### config.mk
export PLATFORM = sky130hd
export DESIGN_NAME = my_fifo_rd_stream
export DESIGN_NICKNAME = d
export VERILOG_FILES = /design/src/rtl/my_fifo_rd_stream.sv
export SDC_FILE = /design/constraint.sdc
export NUM_CORES = 1
export LEC_CHECK = 0
export CORE_ASPECT_RATIO = 0.8
export CORE_UTILIZATION = 30
export CTS_BUF_LIST = sky130_fd_sc_hd__clkbuf_4 sky130_fd_sc_hd__clkbuf_8
export DETAILED_ROUTE_END_ITERATION = 6
export PLACE_DENSITY = 0.6
export SKIP_CTS_REPAIR_TIMING = 1
export SLEW_MARGIN = 40
export SYNTH_ARGS = -nofsm -noshare
export SYNTH_HDL_FRONTEND = slang
export SYNTH_SLANG_ARGS = --single-unit
### constraint.sdc
create_clock -name rd_clk -period 2.2 [get_ports rd_clk]
set_input_delay 0.44 -clock rd_clk [delete_from_list [all_inputs] [get_ports rd_clk]]
set_output_delay 0.44 -clock rd_clk [all_outputs]
set_load 0.05 [all_outputs]
### src/rtl/my_fifo_rd_stream.sv
// my_fifo_rd_stream: turns the standard-mode read port of a synchronous FIFO18E1 wrapper into a
// valid/ready stream. Defining MY_FIFO_RD_STREAM_STATS_EN adds a handshake counter (word_count).
module my_fifo_rd_stream #(
  parameter int unsigned WIDTH    = 9,
  parameter int unsigned RD_LAT   = 1,
  parameter int unsigned RST_HOLD = 5
) (
  input  logic             rd_clk,
  input  logic             rst,
  input  logic             fifo_empty,
  input  logic             fifo_rderr,
  input  logic [WIDTH-1:0] fifo_dout,
  output logic             fifo_rd_en,
  input  logic             flush,
  output logic             m_valid,
  input  logic             m_ready,
  output logic [WIDTH-1:0] m_data,
`ifdef MY_FIFO_RD_STREAM_STATS_EN
  output logic [31:0]      word_count,
`endif
  output logic             rd_err
);

  localparam int unsigned DEPTH = RD_LAT + 2;
  localparam int unsigned PW    = $clog2(DEPTH);
  localparam int unsigned CW    = $clog2(DEPTH + 1);
  localparam int unsigned OW    = CW + 1;
  localparam int unsigned HW    = (RST_HOLD > 0) ? $clog2(RST_HOLD + 1) : 1;

  logic [HW-1:0]     r_hold;
  logic [RD_LAT-1:0] r_pipe;
  logic [WIDTH-1:0]  r_buf [DEPTH];
  logic [PW-1:0]     r_wr_ptr;
  logic [PW-1:0]     r_rd_ptr;
  logic [CW-1:0]     r_count;
  logic              r_rd_err;

  logic [CW-1:0]     w_inflight;
  logic [OW-1:0]     w_occ;
  logic [RD_LAT-1:0] w_pipe_d;
  logic              w_issue;
  logic              w_push;
  logic              w_pop;

  function automatic logic [PW-1:0] ptr_inc(input logic [PW-1:0] p);
    return (p == PW'(DEPTH - 1)) ? '0 : p + PW'(1);
  endfunction

  always_comb begin
    w_inflight = '0;
    for (int i = 0; i < RD_LAT; i++) begin
      w_inflight = w_inflight + CW'(r_pipe[i]);
    end
  end

  // Occupancy counts words already buffered plus words still travelling through the FIFO
  // output pipeline, so a read is only issued when a slot is guaranteed on arrival.
  assign w_occ      = OW'(r_count) + OW'(w_inflight);
  assign w_issue    = !fifo_empty && !flush && (r_hold == '0) && (w_occ < OW'(DEPTH));
  assign fifo_rd_en = w_issue;

  assign w_push  = r_pipe[RD_LAT-1] && !flush;
  assign m_valid = (r_count != '0) && !flush;
  assign w_pop   = m_valid && m_ready;
  assign m_data  = (r_count != '0) ? r_buf[r_rd_ptr] : '0;
  assign rd_err  = r_rd_err;

  if (RD_LAT == 1) begin : g_pipe_one
    assign w_pipe_d = w_issue;
  end else begin : g_pipe_multi
    assign w_pipe_d = {r_pipe[RD_LAT-2:0], w_issue};
  end

  always_ff @(posedge rd_clk or posedge rst) begin
    if (rst) begin
      r_hold   <= HW'(RST_HOLD);
      r_pipe   <= '0;
      r_wr_ptr <= '0;
      r_rd_ptr <= '0;
      r_count  <= '0;
      r_rd_err <= 1'b0;
    end else begin
      if (r_hold != '0) begin
        r_hold <= r_hold - HW'(1);
      end
      if (fifo_rderr) begin
        r_rd_err <= 1'b1;
      end
      if (flush) begin
        r_pipe   <= '0;
        r_wr_ptr <= '0;
        r_rd_ptr <= '0;
        r_count  <= '0;
      end else begin
        r_pipe <= w_pipe_d;
        if (w_push) begin
          r_wr_ptr <= ptr_inc(r_wr_ptr);
        end
        if (w_pop) begin
          r_rd_ptr <= ptr_inc(r_rd_ptr);
        end
        r_count <= r_count + CW'(w_push) - CW'(w_pop);
      end
    end
  end

  always_ff @(posedge rd_clk or posedge rst) begin
    if (rst) begin
      for (int i = 0; i < DEPTH; i++) begin
        r_buf[i] <= '0;
      end
    end else if (w_push) begin
      r_buf[r_wr_ptr] <= fifo_dout;
    end
  end

  // A push into a full buffer without a same-cycle pop means the issue rule was violated.
  assert property (@(posedge rd_clk) disable iff (rst)
                   !(w_push && !w_pop && (r_count == CW'(DEPTH))));

`ifdef MY_FIFO_RD_STREAM_STATS_EN
  logic [31:0] r_word_count;

  always_ff @(posedge rd_clk or posedge rst) begin
    if (rst) begin
      r_word_count <= '0;
    end else if (w_pop) begin
      r_word_count <= r_word_count + 32'd1;
    end
  end

  assign word_count = r_word_count;
`endif

endmodule
-- Word level (Yosys, flattened, before mapping)
Index checks and enable logic that the tools add are counted.
- output and inout port bits: 12
- register bits after elaboration: 38
- word-level logic and storage cells: 52
- bits of input ports: 15
- magnitude comparators: 4
- reduce and logical (&&, ||, !) cells: 14
- add/subtract/negate cells: 6
- multiplexer cells: 15
- eq/ne operators: 2
- bitwise operators: 2
- operators by type and width (cell ; number):
    9-bit two-way mux ; 4
    27-bit bitwise mux ; 1
    9-bit binary-select mux with 2-bit select ; 1
    9-bit demux with 2-bit select ; 1
    2-bit two-way mux ; 7
    1-bit logical AND ; 7
    3-bit greater-or-equal comparator (second input constant) ; 2
    2-bit NOT with 3-bit output ; 2
    2-bit nonzero test ; 3
    2-bit by 1-bit adder with 2-bit output (second input constant) ; 2
    2-bit == test (second input constant) ; 2
    2-bit by 1-bit adder with 3-bit output ; 1
    3-bit logical NOT ; 1
    3-bit by 1-bit less-than comparator with 1-bit output (second input constant) ; 1
    3-bit by 2-bit less-than comparator with 1-bit output (second input constant) ; 1
    3-bit nonzero test ; 1
    3-bit by 1-bit subtractor with 3-bit output (second input constant) ; 1
    2-bit by 1-bit adder with 2-bit output ; 1
    1-bit logical NOT ; 2
    2-bit by 1-bit subtractor with 2-bit output ; 1
    1-bit two-way mux ; 1

-- Longest topological paths before layout
Gate-level depths: netlist (run 1).
- depth in word-level cells: 6
- depth in mapped cells: 9
- gate-level depth less buffers: 9

-- Worst setup path after synthesis (run 1)
No wires, ideal clock.
- kind: flip-flop to output port
- from: reg r_pipe
- to: out fifo_rd_en
- buffers on the path: 0
- cell stages (with the launch flop): 6
- data required time: 1760 ps
- arrival time: 2477 ps
- setup slack: -717 ps
- path through: dfrtp_1 -> ha_1 -> ha_1 -> nand2_1 -> nand2_1 -> nor4_1
- cells in the longest elaborated chain, start to end: 3
- ends and longest elaborated chain (what ; line ; source):
    start, declared ; 31 ; logic [RD_LAT-1:0] r_pipe;
    start signal, assigned ; 95 ; r_pipe <= w_pipe_d;
    2-bit by 1-bit adder with 3-bit output ; 58 ; assign w_occ = OW'(r_count) + OW'(w_inflight);
    3-bit by 2-bit less-than comparator with 1-bit output ; 59 ; assign w_issue = !fifo_empty && !flush && (r_hold == '0) && (w_occ < OW'(DEPTH));
    1-bit logical AND ; 59 ;
    end, declared ; 13 ; output logic fifo_rd_en,
Every way passes these cells.

-- Final worst setup path (run 1)
- from: reg r_count[0]
- to: out fifo_rd_en
- cells in the longest elaborated chain, start to end: 3
- ends and longest elaborated chain (what ; line ; source):
    start, declared ; 35 ; logic [CW-1:0] r_count;
    start signal, assigned ; 102 ; r_count <= r_count + CW'(w_push) - CW'(w_pop);
    2-bit by 1-bit adder with 3-bit output ; 58 ;
    3-bit by 2-bit less-than comparator with 1-bit output ; 59 ;
    1-bit logical AND ; 59 ;
Every way passes these cells.

==> results of run 1 <==
state kept, by name, indices dropped and copies added, names as in the netlist:
name,flops
r_rd_ptr,2
rd_err,1
r_pipe,1
r_wr_ptr,2
r_hold,3
r_count,2
r_buf,27
cell usage after synthesis, types with 3 or more instances:
cell,instances,area [um2]
dfrtp_1,36,901
mux2i_1,9,90.1
nor3b_2,3,37.5
mux2_2,28,315
inv_1,4,15.0
a21oi_1,3,15.0
o2bb2ai_1,8,70.1
ha_1,6,75.1
nand2_1,5,18.8
nor2_1,6,22.5
critical path: stages (launching register included):
cell and delay [ps]:
dfrtp_1 410, ha_2 210, ha_4 210, nand2_2 60
nand2_2 70, nor4_4 340, buf_12 180
kinds of logic (layout without fill, tap and decap cells):
logic type | Yosys count | in the layout
flops | 38 | 38
mux | 37 | 37
simple gates | 31 | 31
compound gates | 15 | 15
buf+inv | 10 | 50
fa+ha+maj | 6 | 6
xor+xnor | 2 | 2
path summary, 6_finish.rpt:
kind | startpoint | to | slack [ps]
setup / recovery | r_count[0] | fifo_rd_en | -10
min in group asynchronous | rst | r_hold[1] | 560
setup reg to reg | r_count[0] | r_count[1] | 250
hold reg to reg | rd_err | rd_err | 470
max in group asynchronous | rst | r_pipe | 1270
hold / removal | rd_err | rd_err | 470
stage by stage:
| stage | instances | hold slack [ps] | worst slack [ps] | utilization, % |
|---|---|---|---|---|
| finish | 257 | 471 | -10.7 | 46.1 |
| global route | 257 | 501 | -70.7 | 46.1 |
| CTS | 253 | 481 | -141 | 43.9 |
| detailed placement | 245 | 463 | -55.0 | 41.4 |
| global placement | 245 | 455 | 39.9 | 41.4 |
| floorplan | 139 | 450 | -131 | - |
layout make-up:
type / count / area (um2) / area share (%)
clock inverters: 2 / 60.1 / 2.31
repair buffers: 38 / 485 / 18.6
multi-input cells: 91 / 908 / 34.9
flip-flops and latches: 38 / 955 / 36.7
well taps: 78 / 97.6 / 3.75
clock buffers: 6 / 82.6 / 3.17
inverters: 4 / 15.0 / 0.577
report_power, final:
part | switching (mW) | leakage, nW | internal (mW)
clock network | 0.247 | 0.0714 | 0.484
registers | 0.0739 | 0.480 | 0.820
logic | 0.256 | 0.549 | 0.279
layer usage:
metal / track usage (%) / share of wire, %
met5: 0 / 0
met4: 5.29 / 1.5
met3: 3.57 / 3.5
met2: 21.6 / 50
met1: 17.8 / 45
==> impl_metrics.json, run 1 <==
{
  "final_cell_mix": "dfrtp_1 (35), mux2_2 (28), clkdlybuf4s50_1 (15)",
  "drt_wl_total_um": 3930,
  "drcViolationCount": 0,
  "grt_usage_pct": 13.6,
  "finalCritPeriodShare_pct": 100,
  "slew_viol_final": 0,
  "max_cap_viol_count": 0,
  "coreArea_mm2": 0.00565,
  "final_area_mm2": 0.00260,
  "avgSynthCellArea_um2": 13.1,
  "async_flop_share_pct": 100,
  "dpl_cell_area_mm2": 0.00234,
  "dominantRegCellSynth": "dfrtp_1",
  "rsz0062_at_grt": "yes",
  "final_antenna_net_count": 0,
  "clock-sinks": 38,
  "yosys.cell_types.count": 31,
  "leakagePower_nw": 1.10,
  "nFillCells": 530,
  "slew-limit-headroom_pct": 67.3,
  "crit_path_max_fanout": 4,
  "routabilityCongestion": 0.753,
  "grt.overflow.total": 0,
  "ctsRootBufferMaster": "clkbuf_8",
  "io_buffer_count": 26,
  "yosys_warnings": 0,
  "critPathArrivalTime_ps": 1770,
  "status": "finished, violations left",
  "grt_pass1_vias": 1275,
  "area.growth.synth_to_final_pct": 42.9,
  "tritoncts": "built",
  "initial_utilization_pct": 32.3,
  "grt_pass1_wl_um": 6390,
  "diodes": 0,
  "finalSetupTns_ps": -10.7,
  "final_nets": 199,
  "netlist_instances": 139,
  "first_pass_iters": 4,
  "fin_skew_ps": 5.29,
  "die_w_um": 89.1,
  "dp_hpwl_um": 2680,
  "numCtsBuffers": 5,
  "crit_type": "flip-flop to primary output",
  "synth_edf_count": 0,
  "htreeDepth": 2,
  "synth_xor_area_share_pct": 0.962,
  "grt_max_degree": 39,
  "vias": 1221,
  "dr.first_iter.drc_count": 35,
  "ctsLongestPathBuffers": 2,
  "fmax_mhz": 452,
  "layout_min_cycle_time_ps": 2210,
  "via_per_inst": 4.75,
  "critPathCaptureType": "primary output",
  "cp.required_ps": 1760,
  "syn_nets": 160,
  "powerDensity_mw_per_mm2": 829,
  "synth_top_family_by_area": "multiplexers",
  "synth_seq_cells": 38,
  "path_clk_slew_ps": 80,
  "yosys.area_share.simple_pct": 11.3,
  "synth_compound_area_share_pct": 6.04,
  "ir_drop_uv": 316,
  "timing.final.ws_setup_ps": -10.7,
  "tightest_slew_ps": 489,
  "synthAdderAreaFrac_pct": 4.12,
  "clock_latency_ps": 290,
  "io_pins": 27,
  "p_total_mw": 2.16,
  "rows": 24,
  "die_y_um": 71.7,
  "drive_above_1_share_pct": 47.5,
  "hold_viol": 0,
  "dieArea_mm2": 0.00639,
  "failed_checks": "negative setup slack",
  "min_delay_path_depth": 1,
  "synth_area_mm2": 0.00182,
  "post_drt_wl_per_cell_um": 15.3,
  "hold_class": "flip-flop to flip-flop",
  "finalSetupViolCount": 1,
  "ys_seq_area_share_pct": 52.3,
  "antenna_found_initial": 0,
  "r2r_cells": 10,
  "start_kind": "flip-flop",
  "mostFrequentLayoutCell": "dfrtp_1",
  "synthMuxAreaShare_pct": 22.3
}
(Power assumes the default switching activity.)
==> run 2, diff against run 1 <==
- ABC_AREA: default -> 1
- CORE_MARGIN: default -> 4
==> impl_metrics.json, run 2 <==
{
  "status": "completed",
  "top_regs": "r_buf: 27 flops, r_hold: 3 flops",
  "max_cap_viol_count": 0,
  "synth_top_area_cell": "dfrtp_1",
  "cp.required_ps": 1760,
  "crit_path_max_fanout": 2,
  "combPwrFrac_pct": 26.8,
  "grt_max_degree": 39,
  "netlist.area_leader.share_pct": 45.9,
  "yosys.area_share.simple_pct": 24.3,
  "synthMuxAreaShare_pct": 0,
  "nFillCells": 650,
  "dp_hpwl_um": 2970,
  "rsz0062_at_grt": "no",
  "synthAdderAreaFrac_pct": 3.82,
  "largest_register_ffs": 27,
  "dominantRegCellSynth": "dfrtp_1",
  "leakagePower_nw": 1.33,
  "final_nets": 285,
  "ctsLongestPathBuffers": 2,
  "tightest_slew_ps": 499,
  "async_flop_share_pct": 100,
  "die_y_um": 80.4,
  "ctsRootBufferMaster": "clkbuf_8",
  "htreeDepth": 2,
  "cp_top_family": "adder cells",
  "dieArea_mm2": 0.00791,
  "drt_wl_total_um": 4060,
  "yosysMostFrequentCell": "nand2_1",
  "fin_skew_ps": 7.58,
  "p_switching_uw": 567,
  "ys_seq_area_share_pct": 48.5,
  "netlist_instances": 224,
  "critPathCaptureType": "primary output",
  "max_stage_delay_ps": 400,
  "yosys_warnings": 0,
  "vias": 1538,
  "final_antenna_net_count": 0,
  "coreArea_mm2": 0.00638,
  "swShare_pct": 30.5,
  "path_clk_slew_ps": 70,
  "ir_drop_uv": 266,
  "p_int_mw": 1.29,
  "grt_usage_pct": 11.6,
  "tritoncts": "built",
  "path_cells": "ha_1 -> ha_1 -> a21oi_1 -> and3_1 -> buf_12",
  "layout_min_cycle_time_ps": 2110,
  "synth_top_family_by_area": "simple AND/OR/NAND/NOR gates",
  "synth_area_leaders": "dfrtp_1 (46%), o21ai_2 (12%), nand2_1 (11%)",
  "numCtsBuffers": 5,
  "diodes": 0,
  "antenna_found_initial": 0,
  "critPathArrivalTime_ps": 1670,
  "crit_buf_inv": 1,
  "hold_viol": 0,
  "finalCritPeriodShare_pct": 96.0,
  "initial_utilization_pct": 30.8,
  "die_w_um": 98.5,
  "mostFrequentLayoutCell": "nand2_1",
  "slew_viol_final": 0,
  "fmax_mhz": 473,
  "start_kind": "flip-flop",
  "rows": 26,
  "slew-limit-headroom_pct": 66.7,
  "synth_compound_area_share_pct": 13.3,
  "cp_common_cell": "ha_1",
  "syn_nets": 245,
  "avgSynthCellArea_um2": 8.77,
  "cp_slowest_cell": "dfrtp_1",
  "p_clk_share_pct": 26.7,
  "clock-sinks": 38,
  "io_pins": 27,
  "io_buffer_count": 26,
  "area.growth.synth_to_final_pct": 31.7,
  "synth_area_mm2": 0.00196,
  "p_seq_share_pct": 46.5,
  "hold-worst-slack_ps": 470,
  "hold_class": "flip-flop to flip-flop",
  "regMostFlops": "r_buf",
  "grt_pass1_vias": 1576,
  "synth_seq_cells": 38,
  "powerDensity_mw_per_mm2": 719,
  "finalSetupTns_ps": 0,
  "routabilityCongestion": 0.749,
  "clock_latency_ps": 290,
  "yosys.cell_types.count": 21,
  "synth_xor_area_share_pct": 0.892,
  "drcViolationCount": 0,
  "synth_edf_count": 0,
  "dr.first_iter.drc_count": 136,
  "first_pass_iters": 4,
  "final_cell_mix": "nand2_1 (55), dfrtp_1 (36), inv_1 (33)",
  "finalSetupViolCount": 0,
  "crit_type": "flip-flop to primary output",
  "ys_top_cells_by_count": "nand2_1 (55), dfrtp_1 (36), inv_1 (33)",
  "via_per_inst": 4.41,
  "post_drt_wl_per_cell_um": 11.6,
  "drive_above_1_share_pct": 25.7,
  "grt.overflow.total": 0,
  "grt_pass1_wl_um": 7220
}
[run 2: cell types whose count changed in the layout (fill, tap and decap cells not counted), moves of 4 or more]
cell / before / now
nand2_1: 3 / 55
inv_1: 3 / 33
nand3_1: 0 / 30
mux2_2: 28 / 0
o21ai_2: 0 / 27
mux2i_1: 9 / 0
nor2_1: 4 / 9
o2bb2ai_1: 4 / 0
o2bb2ai_2: 4 / 0
[run 2: worst paths after layout]
| kind | from | endpoint | slack, ps | cells after the start |
|---|---|---|---|---|
| max | r_pipe | fifo_rd_en | 90 | 5 |
| min | rd_err | rd_err | 470 | 1 |
| max reg2reg | r_count[1] | r_count[0] | 520 | 10 |
| min reg2reg | rd_err | rd_err | 470 | 1 |
| max in group asynchronous | rst | r_hold[0] | 1270 | 3 |
| min in group asynchronous | rst | r_buf[13] | 570 | 3 |
[run 2: logic make-up (layout without fill, tap and decap cells)]
| kind of cell | after synthesis | after routing |
|---|---|---|
| buffers and inverters | 41 | 82 |
| AND/OR/NAND/NOR | 105 | 105 |
| AO/OA/AOI/OAI | 32 | 32 |
| adder cells (fa/ha/maj) | 6 | 6 |
| flip-flops | 38 | 38 |
| XOR/XNOR | 2 | 2 |
[run 2: power by group through the flow]
stage	Clock, mW	Sequential (mW)	Combinational [mW]
floorplan	0	0.861	0.326
global placement	0	0.874	0.499
detailed placement	0	0.877	0.508
CTS	0.519	0.864	0.509
global route	0.549	0.880	0.553
finish	0.496	0.864	0.499
[run 2: layout make-up]
| class | count | area (um2) | share of cell area (%) |
|---|---|---|---|
| multi-input cells | 145 | 838 | 32.4 |
| flip-flops and latches | 38 | 953 | 36.8 |
| clock buffers | 8 | 91.3 | 3.53 |
| well taps | 84 | 105 | 4.06 |
| repair buffers | 39 | 468 | 18.1 |
| inverters | 35 | 131 | 5.08 |
[run 2: metrics by stage]
step / setup WS [ps] / std cells / cell area [um2] / power (mW) / utilization, %
after floorplan: 341 / 224 / 1960 / 1.19 / -
after global placement: 199 / 341 / 2490 / 1.37 / 39.0
after detailed placement: 176 / 341 / 2490 / 1.38 / 39.0
after CTS: 65.9 / 349 / 2580 / 1.89 / 40.5
after global routing: 0.418 / 349 / 2590 / 1.98 / 40.6
final: 88.0 / 349 / 2590 / 1.86 / 40.6
[run 2: routing by layer]
layer	up-vias	GRT usage (%)	part of all wire [%]
li1	794	-	-
met2	28	19.0	48
met4	0	4.50	0.47
met5	-	0	0
met1	712	14.8	45
met3	4	3.04	6.1
==> run 3, diff against run 2 <==
- SETUP_SLACK_MARGIN: default -> 0.1
==> impl_metrics.json, run 3 (synthesis gave the netlist of run 2 again) <==
{
  "status": "completed",
  "crit_type": "flip-flop to primary output",
  "hold_class": "flip-flop to flip-flop",
  "die_y_um": 80.4,
  "antenna_found_initial": 0,
  "ctsRootBufferMaster": "clkbuf_8",
  "routabilityCongestion": 0.749,
  "critPathArrivalTime_ps": 1660,
  "dr.first_iter.drc_count": 131,
  "leakagePower_nw": 1.34,
  "clock-sinks": 38,
  "grt_pass1_wl_um": 7220,
  "io_buffer_count": 26,
  "regMostFlops": "r_buf",
  "cp.required_ps": 1760,
  "post_drt_wl_per_cell_um": 11.8,
  "hold_viol": 0,
  "numCtsBuffers": 5,
  "rrSetupSlack_ps": 430,
  "dieArea_mm2": 0.00791,
  "start_kind": "flip-flop",
  "via_per_inst": 4.40,
  "drt_wl_total_um": 4130,
  "hp-start": "rd_err",
  "die_w_um": 98.5,
  "path_cells": "ha_1 -> ha_1 -> a21oi_2 -> and3_1 -> buf_12",
  "htreeDepth": 2,
  "grt_usage_pct": 11.6,
  "path_clk_slew_ps": 70,
  "hold-worst-slack_ps": 470,
  "coreArea_mm2": 0.00638,
  "first_pass_iters": 4,
  "largest_register_ffs": 27,
  "layout_min_cycle_time_ps": 2100,
  "timing.final.ws_setup_ps": 103,
  "vias": 1544,
  "dp_hpwl_um": 2970,
  "ir_drop_uv": 266,
  "cp_common_cell": "ha_1",
  "max_cap_viol_count": 0,
  "crit_path_max_fanout": 2,
  "critPathCaptureType": "primary output",
  "mostFrequentLayoutCell": "nand2_1",
  "ctsLongestPathBuffers": 2,
  "slew-limit-headroom_pct": 66.7,
  "tritoncts": "built",
  "rsz0062_at_grt": "yes",
  "final_antenna_net_count": 0,
  "finalSetupTns_ps": 0,
  "min_delay_path_depth": 1,
  "finalCritPeriodShare_pct": 95.3,
  "powerDensity_mw_per_mm2": 717,
  "rows": 26,
  "final_cell_mix": "nand2_1 (55), dfrtp_1 (35), inv_1 (33)",
  "tightest_slew_ps": 499,
  "whs_endpoint": "rd_err",
  "drive_above_1_share_pct": 27.0,
  "final_nets": 287,
  "cp_slowest_cell": "dfrtp_1",
  "r2r_end": "r_count[0]",
  "r2r_start": "r_count[0]",
  "max_stage_delay_ps": 390,
  "cp_top_family": "adder cells",
  "slew_viol_final": 0,
  "grt_max_degree": 39,
  "io_pins": 27,
  "initial_utilization_pct": 30.8,
  "grt.overflow.total": 0,
  "fin_skew_ps": 7.55,
  "dp_slack_ps": 176,
  "fmax_mhz": 477,
  "grt_pass1_vias": 1576,
  "top_regs": "r_buf: 27 flops, r_hold: 3 flops",
  "clock_latency_ps": 290,
  "drcViolationCount": 0,
  "diodes": 0,
  "r2r_cells": 11,
  "finalSetupViolCount": 0,
  "area.growth.synth_to_final_pct": 32.7,
  "crit_buf_inv": 1
}
==> run 3: cell types whose count changed in the layout (fill, tap and decap cells not counted) <==
| cell | previous run | this run |
|---|---|---|
| dfrtp_1 | 36 | 35 |
| a21oi_1 | 2 | 1 |
| buf_4 | 13 | 15 |
| a21oi_2 | 0 | 1 |
| dfrtp_2 | 0 | 1 |
==> run 3: how the worst max path moves through the flow <==
stage	from	end	slack, ps	cells past startpoint
3_5_place_dp	flush	fifo_rd_en	180	5
5_1_grt	r_count[0]	fifo_rd_en	30	5
3_3_place_gp	flush	fifo_rd_en	200	5
4_1_cts	r_pipe	fifo_rd_en	70	5
2_1_floorplan	r_count[0]	fifo_rd_en	340	4
6_report	r_pipe	fifo_rd_en	100	5
==> run 3: worst register-to-register path, cell delays in order, from the launching register on <==
cell     delay (ps)
dfrtp_1         400
buf_4           140
inv_1            60
nand2_1          50
buf_4           180
nand3_1         120
inv_1            50
ha_1            270
inv_1            40
ha_1            270
inv_1            60
nor2_1           40
==> run 3: layout make-up <==
type                    count  area [um2]
inverters                  35         131
clock buffers               8        91.3
multi-input cells         145         842
well taps                  84         105
flip-flops and latches     38         955
fillers                   646        3770
repair buffers             41         483
==> run 3: through the flow <==
stage,instance area (um2),total power [mW],utilization (%),instances
finish,2610,1.87,40.9,351
global route,2610,1.99,40.9,351
CTS,2580,1.89,40.5,349
detailed placement,2490,1.38,39.0,341
global placement,2490,1.37,39.0,341
floorplan,1960,1.19,-,224
==> run 3: power by group <==
part	switching, mW	internal [mW]	leakage [nW]
clock network	0.234	0.262	0.0498
logic	0.277	0.232	0.801
registers	0.0603	0.805	0.489
==> run 3: layer usage <==
| layer | vias up | share of wire [%] | track usage, % | wire length (um) |
|---|---|---|---|---|
| met5 | - | 0 | 0 | 0 |
| met4 | 0 | 0.56 | 4.50 | 23 |
| met3 | 4 | 5.0 | 3.04 | 207 |
| met2 | 27 | 48 | 19.0 | 1970 |
| met1 | 714 | 47 | 14.8 | 1930 |
| li1 | 799 | - | - | - |
